## src/rtl/scs8hd_pgseq_4.sv

```systemverilog
`default_nettype none
// ============================================================================
// Module   : scs8hd_pgseq_4
// Purpose  : Staged power-up / power-down sequencer for a bank of
//            scs8hd_bufbuf_16 drivers. Turns four driver groups on one at a
//            time (EN[0] first) and off in reverse order (EN[0] last), so the
//            in-rush current is spread over several steps. Data input A is
//            forwarded to X, which feeds the bank.
//
// Parameters:
//   STEP_CYC  CLK cycles between enable steps (1..255).
//
// Ports:
//   CLK     in   1  sequencer clock, rising edge active
//   RESETB  in   1  asynchronous, active-low reset
//   REQ     in   1  power request level (1 = bank on, 0 = bank off)
//   A       in   1  data destined for the buffer bank
//   EN      out  4  registered, thermometer-coded group enables
//   ACK     out  1  registered, high only while the bank is fully on
//   ISOB    out  1  registered isolation, active-low (SC_PGSEQ_ISO_EN only)
//   X       out  1  data to the bank (clamped low while isolated)
//
// Build option:
//   SC_PGSEQ_ISO_EN  when defined, adds the ISOB port/register and clamps X
//                    to A & ISOB. When undefined, X = A at all times.
//
// Revision : 1.0  initial release
// ============================================================================
module scs8hd_pgseq_4 #(
  parameter int unsigned STEP_CYC = 4
) (
  input  logic       CLK,
  input  logic       RESETB,
  input  logic       REQ,
  input  logic       A,
  output logic [3:0] EN,
  output logic       ACK,
`ifdef SC_PGSEQ_ISO_EN
  output logic       ISOB,
`endif
  output logic       X
);

  // --------------------------------------------------------------------------
  // State encoding
  // --------------------------------------------------------------------------
  localparam logic [1:0] S_OFF = 2'd0;
  localparam logic [1:0] S_UP  = 2'd1;
  localparam logic [1:0] S_ON  = 2'd2;
  localparam logic [1:0] S_DN  = 2'd3;

  // The step counter counts down from STEP_CYC-1; a step happens on the edge
  // that sees it at zero, giving exactly STEP_CYC edges between steps.
  localparam logic [7:0] CNT_RELOAD = 8'(STEP_CYC - 1);

  localparam logic [2:0] STG_MAX = 3'd4;

  // --------------------------------------------------------------------------
  // Registers
  // --------------------------------------------------------------------------
  logic [1:0] state_q, state_d;
  logic [2:0] stg_q,   stg_d;    // number of enabled groups, 0..4
  logic [7:0] cnt_q,   cnt_d;    // step counter
  logic [3:0] en_q,    en_d;
  logic       ack_q,   ack_d;
`ifdef SC_PGSEQ_ISO_EN
  logic       isob_q,  isob_d;
`endif

  // --------------------------------------------------------------------------
  // State register (plus stage/counter and registered outputs)
  // --------------------------------------------------------------------------
  always_ff @(posedge CLK or negedge RESETB) begin
    if (!RESETB) begin
      state_q <= S_OFF;
      stg_q   <= 3'd0;
      cnt_q   <= 8'd0;
      en_q    <= 4'b0000;
      ack_q   <= 1'b0;
`ifdef SC_PGSEQ_ISO_EN
      isob_q  <= 1'b0;
`endif
    end else begin
      state_q <= state_d;
      stg_q   <= stg_d;
      cnt_q   <= cnt_d;
      en_q    <= en_d;
      ack_q   <= ack_d;
`ifdef SC_PGSEQ_ISO_EN
      isob_q  <= isob_d;
`endif
    end
  end

  // --------------------------------------------------------------------------
  // Next-state logic
  // --------------------------------------------------------------------------
  always_comb begin
    state_d = state_q;
    stg_d   = stg_q;
    cnt_d   = cnt_q;

    case (state_q)
      S_OFF: begin
        if (REQ) begin
          state_d = S_UP;
          stg_d   = 3'd1;
          cnt_d   = CNT_RELOAD;
        end
      end

      S_UP: begin
        if (!REQ) begin
          // Reversal wins over any pending step; stage is held.
          state_d = S_DN;
          cnt_d   = CNT_RELOAD;
        end else if (cnt_q != 8'd0) begin
          cnt_d = cnt_q - 8'd1;
        end else if (stg_q < STG_MAX) begin
          stg_d = stg_q + 3'd1;
          cnt_d = CNT_RELOAD;
        end else begin
          // All four groups have been on for a full step interval.
          state_d = S_ON;
        end
      end

      S_ON: begin
        if (!REQ) begin
          state_d = S_DN;
          stg_d   = STG_MAX;
          cnt_d   = CNT_RELOAD;
        end
      end

      S_DN: begin
        if (REQ) begin
          state_d = S_UP;
          cnt_d   = CNT_RELOAD;
        end else if (cnt_q != 8'd0) begin
          cnt_d = cnt_q - 8'd1;
        end else if (stg_q != 3'd0) begin
          stg_d = stg_q - 3'd1;
          cnt_d = CNT_RELOAD;
        end else begin
          state_d = S_OFF;
        end
      end

      default: begin
        // Unreachable encoding: fall back to the safe all-off condition.
        state_d = S_OFF;
        stg_d   = 3'd0;
        cnt_d   = 8'd0;
      end
    endcase
  end

  // --------------------------------------------------------------------------
  // Output logic (registered on the next edge, so outputs trail the state by
  // one cycle; this is what keeps ISOB low for a full step interval after
  // EN reaches 1111, and drops it a full interval before EN[3] falls).
  // --------------------------------------------------------------------------
  always_comb begin
    en_d = 4'b0000;
    for (int i = 0; i < 4; i++) begin
      en_d[i] = (stg_q > 3'(i));
    end
    ack_d = (state_q == S_ON);
`ifdef SC_PGSEQ_ISO_EN
    isob_d = (state_q == S_ON);
`endif
  end

  assign EN  = en_q;
  assign ACK = ack_q;

`ifdef SC_PGSEQ_ISO_EN
  assign ISOB = isob_q;
  // Bank input is clamped low unless the whole bank is up.
  assign X    = A & isob_q;
`else
  assign X    = A;
`endif

endmodule

`default_nettype wire

```

## config.mk

```make
export PLATFORM = sky130hd
export DESIGN_NAME = scs8hd_pgseq_4
export DESIGN_NICKNAME = d
export VERILOG_FILES = /design/src/rtl/scs8hd_pgseq_4.sv
export SDC_FILE = /design/constraint.sdc
export NUM_CORES = 1
export LEC_CHECK = 0
export BUFFER_PORTS_ARGS = -buffer_cell sky130_fd_sc_hd__buf_2
export CORE_MARGIN = 5
export CORE_UTILIZATION = 63
export DETAILED_ROUTE_END_ITERATION = 12
export GPL_ROUTABILITY_DRIVEN = 0
export PLACE_DENSITY = 0.91
export SLEW_MARGIN = 25
export SYNTH_ARGS = -nofsm -noshare
export SYNTH_HDL_FRONTEND = slang
export SYNTH_SLANG_ARGS = --single-unit
export TNS_END_PERCENT = 10
```

## constraint.sdc

```tcl
create_clock -name CLK -period 5.12 [get_ports CLK]
set_input_delay 1.024 -clock CLK [delete_from_list [all_inputs] [get_ports CLK]]
set_output_delay 1.024 -clock CLK [all_outputs]
set_load 0.01 [all_outputs]
```

Yosys cells after proc, flatten, opt, wreduce, memory -nomap -nowiden. Cells that the tools add are included.

Bits in registers: 18. Latch bits: 0. Bits in writable memories: 0. ROM bits: 0. Bits of input ports: 4. Output and inout port bits: 6. Logic and storage cells: 63. Memories: 0.

Add/subtract/negate cells: 3. Multiply operators: 0. Div/mod/pow operators: 0. Magnitude comparators: 5. Eq/ne operators: 17. Shift operators: 0. Multiplexer cells: 27. Bitwise logic cells: 0. Reduce and logical (&&, ||, !) cells: 6.

Operators by type and width (number): two-way mux 8 bit (8); one-hot mux 8 bit (4 select lines) (1); two-way mux 3 bit (8); two-way mux 2 bit (8); inequality test 2 bit (second input constant) (8); inequality test 3 bit (second input constant) (4); one-hot mux 3 bit (4 select lines) (1); inequality test 4 bit (second input constant) (2); one-hot mux 2 bit (4 select lines) (1); AND reduction 8 bit (1); nonzero test 8 bit (1); subtractor 8 x 1 -> 8 bit (second input constant) (1); greater-than comparator 3 x 1 -> 1 bit (second input constant) (2); greater-than comparator 3 x 2 -> 1 bit (second input constant) (2); AND reduction 6 bit (1); == test 2 bit (second input constant) (2); AND reduction 4 bit (1); adder 3 x 1 -> 3 bit (second input constant) (1); < comparator 3 bit (second input constant) (1); nonzero test 3 bit (1); subtractor 3 x 1 -> 3 bit (second input constant) (1); == test 2 x 1 -> 1 bit (second input constant) (1); logical NOT 2 bit (1).

Depth between registers and ports, before layout. Gate-level depths: netlist (run 1).

Word-level depth: 5. Depth in mapped cells: 8. Depth with buffers taken out: 7.

Worst setup path before layout (run 1). OpenSTA, ideal clock, no wires.

Path type: input -> register. From: input REQ. To: register stg_q[2]. Library setup time: 0.134 ns. Arrival time: 2.157 ns. Data required time: 4.986 ns. Setup slack: 2.829 ns. Stages: 4. Buffers on the path: 0. Path through: or3b_1 > a222oi_1 > a21oi_1 > nand4b_1.

Word-level cells in the longest chain between the ends: 2. Elaborated cells on any way between the ends: 5. Those cells by class: eq/ne (4); reduce/logical (1).

RTL lines: start: declaration (RTL line 34) `input logic REQ,`; inequality test 2 bit (no source line); AND reduction 8 bit (no source line) *; end signal: assignment (RTL line 85) `stg_q <= stg_d;`; end: declaration (RTL line 62) `logic [2:0] stg_q, stg_d;`.

Every way passes the cells marked *; elsewhere a longest branch is shown, timed or not. A chain may end at the register's enable or synchronous reset.

Worst setup path after layout (run 1). Same ends and word-level chain as after synthesis.

==> results of run 1 <==
-- worst max-delay path: cells and delay by family --
kind | cells | cell delay, ns
AO/OA/AOI/OAI | 2 | 0.79
buffers and inverters | 1 | 0.25
AND/OR/NAND/NOR | 2 | 0.59
-- synthesized netlist by cell type --
cell type / number
a2111oi_0: 1
a211oi_4: 1
a21oi_1: 12
a222oi_1: 1
and2_1: 1
buf_4: 3
buf_6: 1
clkbuf_1: 1
dfrtp_1: 18
ha_1: 10
inv_1: 11
mux2_2: 2
mux2_4: 1
mux2i_1: 3
nand2_1: 6
nand2b_1: 1
nand3_1: 4
nand4_1: 3
nand4b_1: 2
nand4bb_4: 1
nor2_1: 2
nor2_4: 1
nor2b_1: 5
nor3_1: 1
nor4_1: 1
o2111ai_1: 1
o21ai_0: 8
o21ai_4: 1
o221ai_1: 1
o22a_2: 1
o22ai_1: 1
o31ai_1: 4
or2_2: 1
or3_1: 2
or3_2: 2
or3b_1: 1
or3b_2: 2
or4_2: 4
or4_4: 1
-- sequential cells by signal, indices dropped and copies added (netlist names) --
name     cells
cnt_q        8
state_q      2
ACK          1
EN           4
stg_q        3
-- power by group through the flow --
| stage | clock, mW | combinational, mW | sequential [mW] |
|---|---|---|---|
| after CTS | 0.0908 | 0.364 | 0.218 |
| after floorplan | 0 | 0.276 | 0.227 |
| after global routing | 0.0960 | 0.410 | 0.225 |
| after detailed placement | 0 | 0.363 | 0.221 |
| after global placement | 0 | 0.347 | 0.219 |
| final | 0.0885 | 0.366 | 0.218 |
-- cells in the final DEF (no fill, tap or decap), types with 2 or more instances in the layout --
| cell type | n |
|---|---|
| or3_1 | 2 |
| nand4b_1 | 2 |
| ha_1 | 10 |
| nand2_1 | 6 |
| nand4_1 | 3 |
| a21oi_1 | 12 |
| or4_2 | 4 |
| nor2b_1 | 5 |
| dfrtp_1 | 18 |
| buf_2 | 7 |
| or3_2 | 2 |
| nor2_1 | 2 |
| nand3_1 | 4 |
| mux2_2 | 2 |
| mux2i_1 | 3 |
| inv_1 | 11 |
| o31ai_1 | 4 |
| or3b_2 | 2 |
| clkbuf_4 | 3 |
| o21ai_0 | 8 |
-- how the worst max path moves through the flow --
stage                     from       end  slack (ns)
after floorplan            REQ  stg_q[2]        2.83
after global placement     REQ  cnt_q[7]        2.46
after detailed placement   REQ  stg_q[2]        2.37
after CTS                  REQ  cnt_q[7]        2.68
after global routing       REQ  cnt_q[7]        2.56
final                      REQ  stg_q[2]        2.66
-- layer usage --
layer | global-route usage, % | share of wire (%)
met1 | 23.2 | 45
met4 | 6.22 | 1.4
met2 | 33.5 | 49
met5 | 0 | 0
met3 | 2.49 | 4.3
-- kinds of logic (layout without fill, tap and decap cells) --
group / after synthesis / in the layout / synth area share (%)
fa+ha+maj: 10 / 10 / 10.2
flops: 18 / 18 / 36.7
buf+inv: 16 / 22 / 6.42
simple gates: 41 / 41 / 23.3
compound gates: 32 / 32 / 17.8
mux: 6 / 6 / 5.50
-- area by class of cell --
cell class                 count  area, µm²  share of cell area [%]
multi-input combinational     89        698                    53.9
sequential                    18        450                    34.8
inverter                      11       41.3                    3.19
clock buffer                   4       36.3                    2.80
timing repair buffer           7       35.0                    2.71
tap                           27       33.8                    2.61
==> impl_metrics.ini, run 1 <==
[floorplanning]
fp.dieH_um = 54.1
die_area_um2 = 2930
rows = 16
ioPinCount = 10
die_w_um = 54.1
core_region_area_um2 = 1900
initial_core_util_pct = 64.5

[finish]
final_core_util_pct = 68.1
fin_cells = 156
final_area_um2 = 1290
n_fill_cell = 149
num_antenna_cells = 0
fin_nets = 144
layout-area-overhead-vs-synth_pct = 5.50
drive_gt1_share_pct = 22.5

[placement]
dp_hpwl_um = 1680
placed_area_um2 = 1260
portBuffers = 7
dp_slack_ns = 2.37
dpl.cell_count = 152

[detailed_routing]
vias = 963
ant_nets = 0
drc_errors = 0
wl_per_cell_um = 14.4
finalWirelength_um = 2250
vias_per_cell = 6.17
dr.first_iter.drc_count = 18
first_pass_iters = 4

[clock_network]
insertion_delay_ns = 0.29
cts_tree = done
cts_buffers = 3
cts_hold_buf = 0
postCtsSetupBuffers = 0
clock_path_buffers = 2
cts.repair.resized = 0
clkSinkCount = 18
clock_tree.root_cell = clkbuf_4
clk_pin_slew_ns = 0.11
htreeDepth = 1

[hold_path]
hp-start = cnt_q[1]
worstHoldEndpoint = cnt_q[1]
holdPathStages = 1
hold_path.class = reg -> reg

[sta]
hold_viol_final = 0
whs_ns = 0.556
max_slew_margin_pct = 53.1
tns_ns = 0
fmaxAchievable_mhz = 406
layout_setup_ws_ns = 2.66
rsz0062_at_grt = no
period_needed_ns = 2.46
setup_viol = 0
slew_violations = 0
worst_slew_pin_slew_ns = 0.703
post-route-period-util_pct = 48.1
fin_skew_ns = 0.00575

[power_and_ir_drop]
intPower_mw = 0.382
power_frac_clock_pct = 13.2
ir_drop_mv = 0.380
p_sw_share_pct = 43.2
power_mw = 0.672
power.switching_mw = 0.291
seq_power_share_pct = 32.4
power_frac_comb_pct = 54.5
powerDensity_nw_per_um2 = 519
leakage_nw = 0.565

[synthesis]
yosysWarnings = 0
yosys.area.top_type_share_pct = 36.7
netlist_area_um2 = 1230
ys_top_cells_by_area = dfrtp_1 (37%), ha_1 (10%), a21oi_1 (4.9%), inv_1 (3.4%), o21ai_0 (3.3%)
synthDistinctLibCells = 39
ys_ff_latch = 18
syn_area_per_cell_um2 = 9.98
syn_nets = 137
yosysTopAreaCell = dfrtp_1
synth_cells = 123
yosysSeqAreaShare_pct = 36.7

[worst_setup_path]
crit_slowest_cell = a222oi_1
critical_path_required_ns = 5.30
path_max_fanout = 15
path_class = in -> reg
endpoint_kind = flop
crit_chain = buf_2, or3b_1, a222oi_1, a21oi_1, nand4b_1
cp_data_arrival_time_ns = 2.65
reg2reg_slack_ns = 2.79
rr_endpoint = stg_q[2]
cpPeakStageDelay_ns = 0.65
reg2regPathDepth = 5
timing.rr.start = state_q[0]
startpoint_type = input port

[grt]
grt_pass1_vias = 946
grt_pass1_wl_um = 4080
antenna_found_initial = 0
grt_max_degree = 19
gr-total-overflow = 0
track_usage_pct = 18.9

[job]
drv_cap = 0

[status]
status = complete, no violations
Power figures use the tool's default switching activity.
==> run 2, diff against run 1 <==
Settings changed: CORE_UTILIZATION 63 to 58, PLACE_DENSITY 0.91 to 0.86.
Clock period 5.12 ns to 2.5 ns, I/O delays scaled along.
==> impl_metrics.ini, run 2 (synthesized netlist as in run 1, its figures left out) <==
[status]
status = complete, no violations

[grt]
antenna_found_initial = 0
grt_util_met2_pct = 25.5
met1_usage_pct = 19.5
gr-total-overflow = 0
grt_max_degree = 19
grt_pass1_vias = 937
grt_pass1_wl_um = 3960
met3_usage_pct = 2.78
top_usage_layer = met2
track_usage_pct = 15.3

[worst_setup_path]
endpoint = cnt_q[7]
critical_path_required_ns = 2.73
reg2reg_slack_ns = 0.29
timing.rr.start = state_q[0]
reg2regPathDepth = 6
worstSetupStartpoint = state_q[0]
endpoint_kind = flop
path_max_fanout = 7
rr_endpoint = cnt_q[7]
path_class = reg -> reg
cp_data_arrival_time_ns = 2.44
startpoint_type = flop

[clock_network]
clock_tree.root_cell = clkbuf_4
htreeDepth = 1
insertion_delay_ns = 0.30
cts_buffers = 3
postCtsSetupBuffers = 0
clock_path_buffers = 2
clk_pin_slew_ns = 0.10
cts_tree = done
clkSinkCount = 18
cts_hold_buf = 0
cts.repair.resized = 0

[placement]
dp_slack_ns = 0.279
dp_hpwl_um = 1670
portBuffers = 7

[detailed_routing]
vias = 954
ant_nets = 0
finalWirelength_um = 2210
vias_per_cell = 6.08
wl_per_cell_um = 14.0
drc_errors = 0
first_pass_iters = 4
dr.first_iter.drc_count = 22

[finish]
regMostFlops = cnt_q
drive_gt1_share_pct = 23.1
n_fill_cell = 149
final_cell_mix = dfrtp_1 (18), a21oi_1 (12), inv_1 (11)
num_antenna_cells = 0
layout-area-overhead-vs-synth_pct = 6.12
largest_register_ffs = 8
final_common_cell = dfrtp_1
fin_nets = 145

[sta]
period_needed_ns = 2.21
hold_viol_final = 0
rsz0062_at_grt = no
worst_slew_pin_slew_ns = 0.516
fmaxAchievable_mhz = 453
whs_ns = 0.104
max_slew_margin_pct = 65.6
fin_skew_ns = 0.00355
tns_ns = 0
setup_viol = 0
layout_setup_ws_ns = 0.291
post-route-period-util_pct = 88.3
slew_violations = 0

[floorplanning]
rows = 16
die_w_um = 56
initial_core_util_pct = 61.9
die_area_um2 = 3140
ioPinCount = 10
core_region_area_um2 = 1980
fp.dieH_um = 56

[power_and_ir_drop]
ir_drop_mv = 0.754
powerDensity_nw_per_um2 = 1070
leakage_nw = 0.570

[job]
drv_cap = 0

[hold_path]
hold_path.class = in -> async
-- run 2: cell count changes in the layout (fill, tap and decap cells not counted) --
cell	before	now
buf_4	0	1
-- run 2: power by group --
part | switching, mW | internal (mW) | total (mW)
registers | 0.0630 | 0.385 | 0.448
logic | 0.446 | 0.323 | 0.769
clock network | 0.0928 | 0.0888 | 0.182
-- run 2: worst min-delay path by stage --
stage | start | to | slack, ns | cells past startpoint
2_1_floorplan | RESETB | ACK | 0.20 | 0
3_3_place_gp | RESETB | EN[2] | 0.45 | 1
3_5_place_dp | RESETB | EN[2] | 0.45 | 1
4_1_cts | RESETB | EN[3] | 0.13 | 1
5_1_grt | RESETB | state_q[1] | 0.14 | 1
6_report | RESETB | EN[3] | 0.10 | 1
-- run 2: per-stage QoR --
stage	cells	utilization, %	cell area [µm²]	power (mW)
global route	157	65.7	1300	1.52
detailed placement	153	63.9	1270	1.22
floorplan	123	-	1230	1.03
finish	157	65.7	1300	1.40
CTS	157	65.7	1300	1.40
global placement	153	63.9	1270	1.18
-- run 2: routing by layer --
metal / wire (µm) / part of all wire (%)
met1: 1040 / 47
met2: 1040 / 47
met3: 94 / 4.3
met4: 31 / 1.4
met5: 0 / 0
-- run 2: area by class of cell --
cell class | instances | area, µm² | area share (%)
multi-input cells | 89 | 698 | 53.6
flip-flops and latches | 18 | 450 | 34.6
repair buffers | 8 | 42.5 | 3.27
inverters | 11 | 41.3 | 3.17
clock buffers | 4 | 36.3 | 2.79
well taps | 27 | 33.8 | 2.59
-- run 2: worst max-delay path, cell delays in order, from the launching register on --
cell     delay [ns]
dfrtp_1        0.41
inv_1          0.10
ha_1           0.29
mux2i_1        0.33
nand4_1        0.22
or4_2          0.64
a21oi_1        0.16
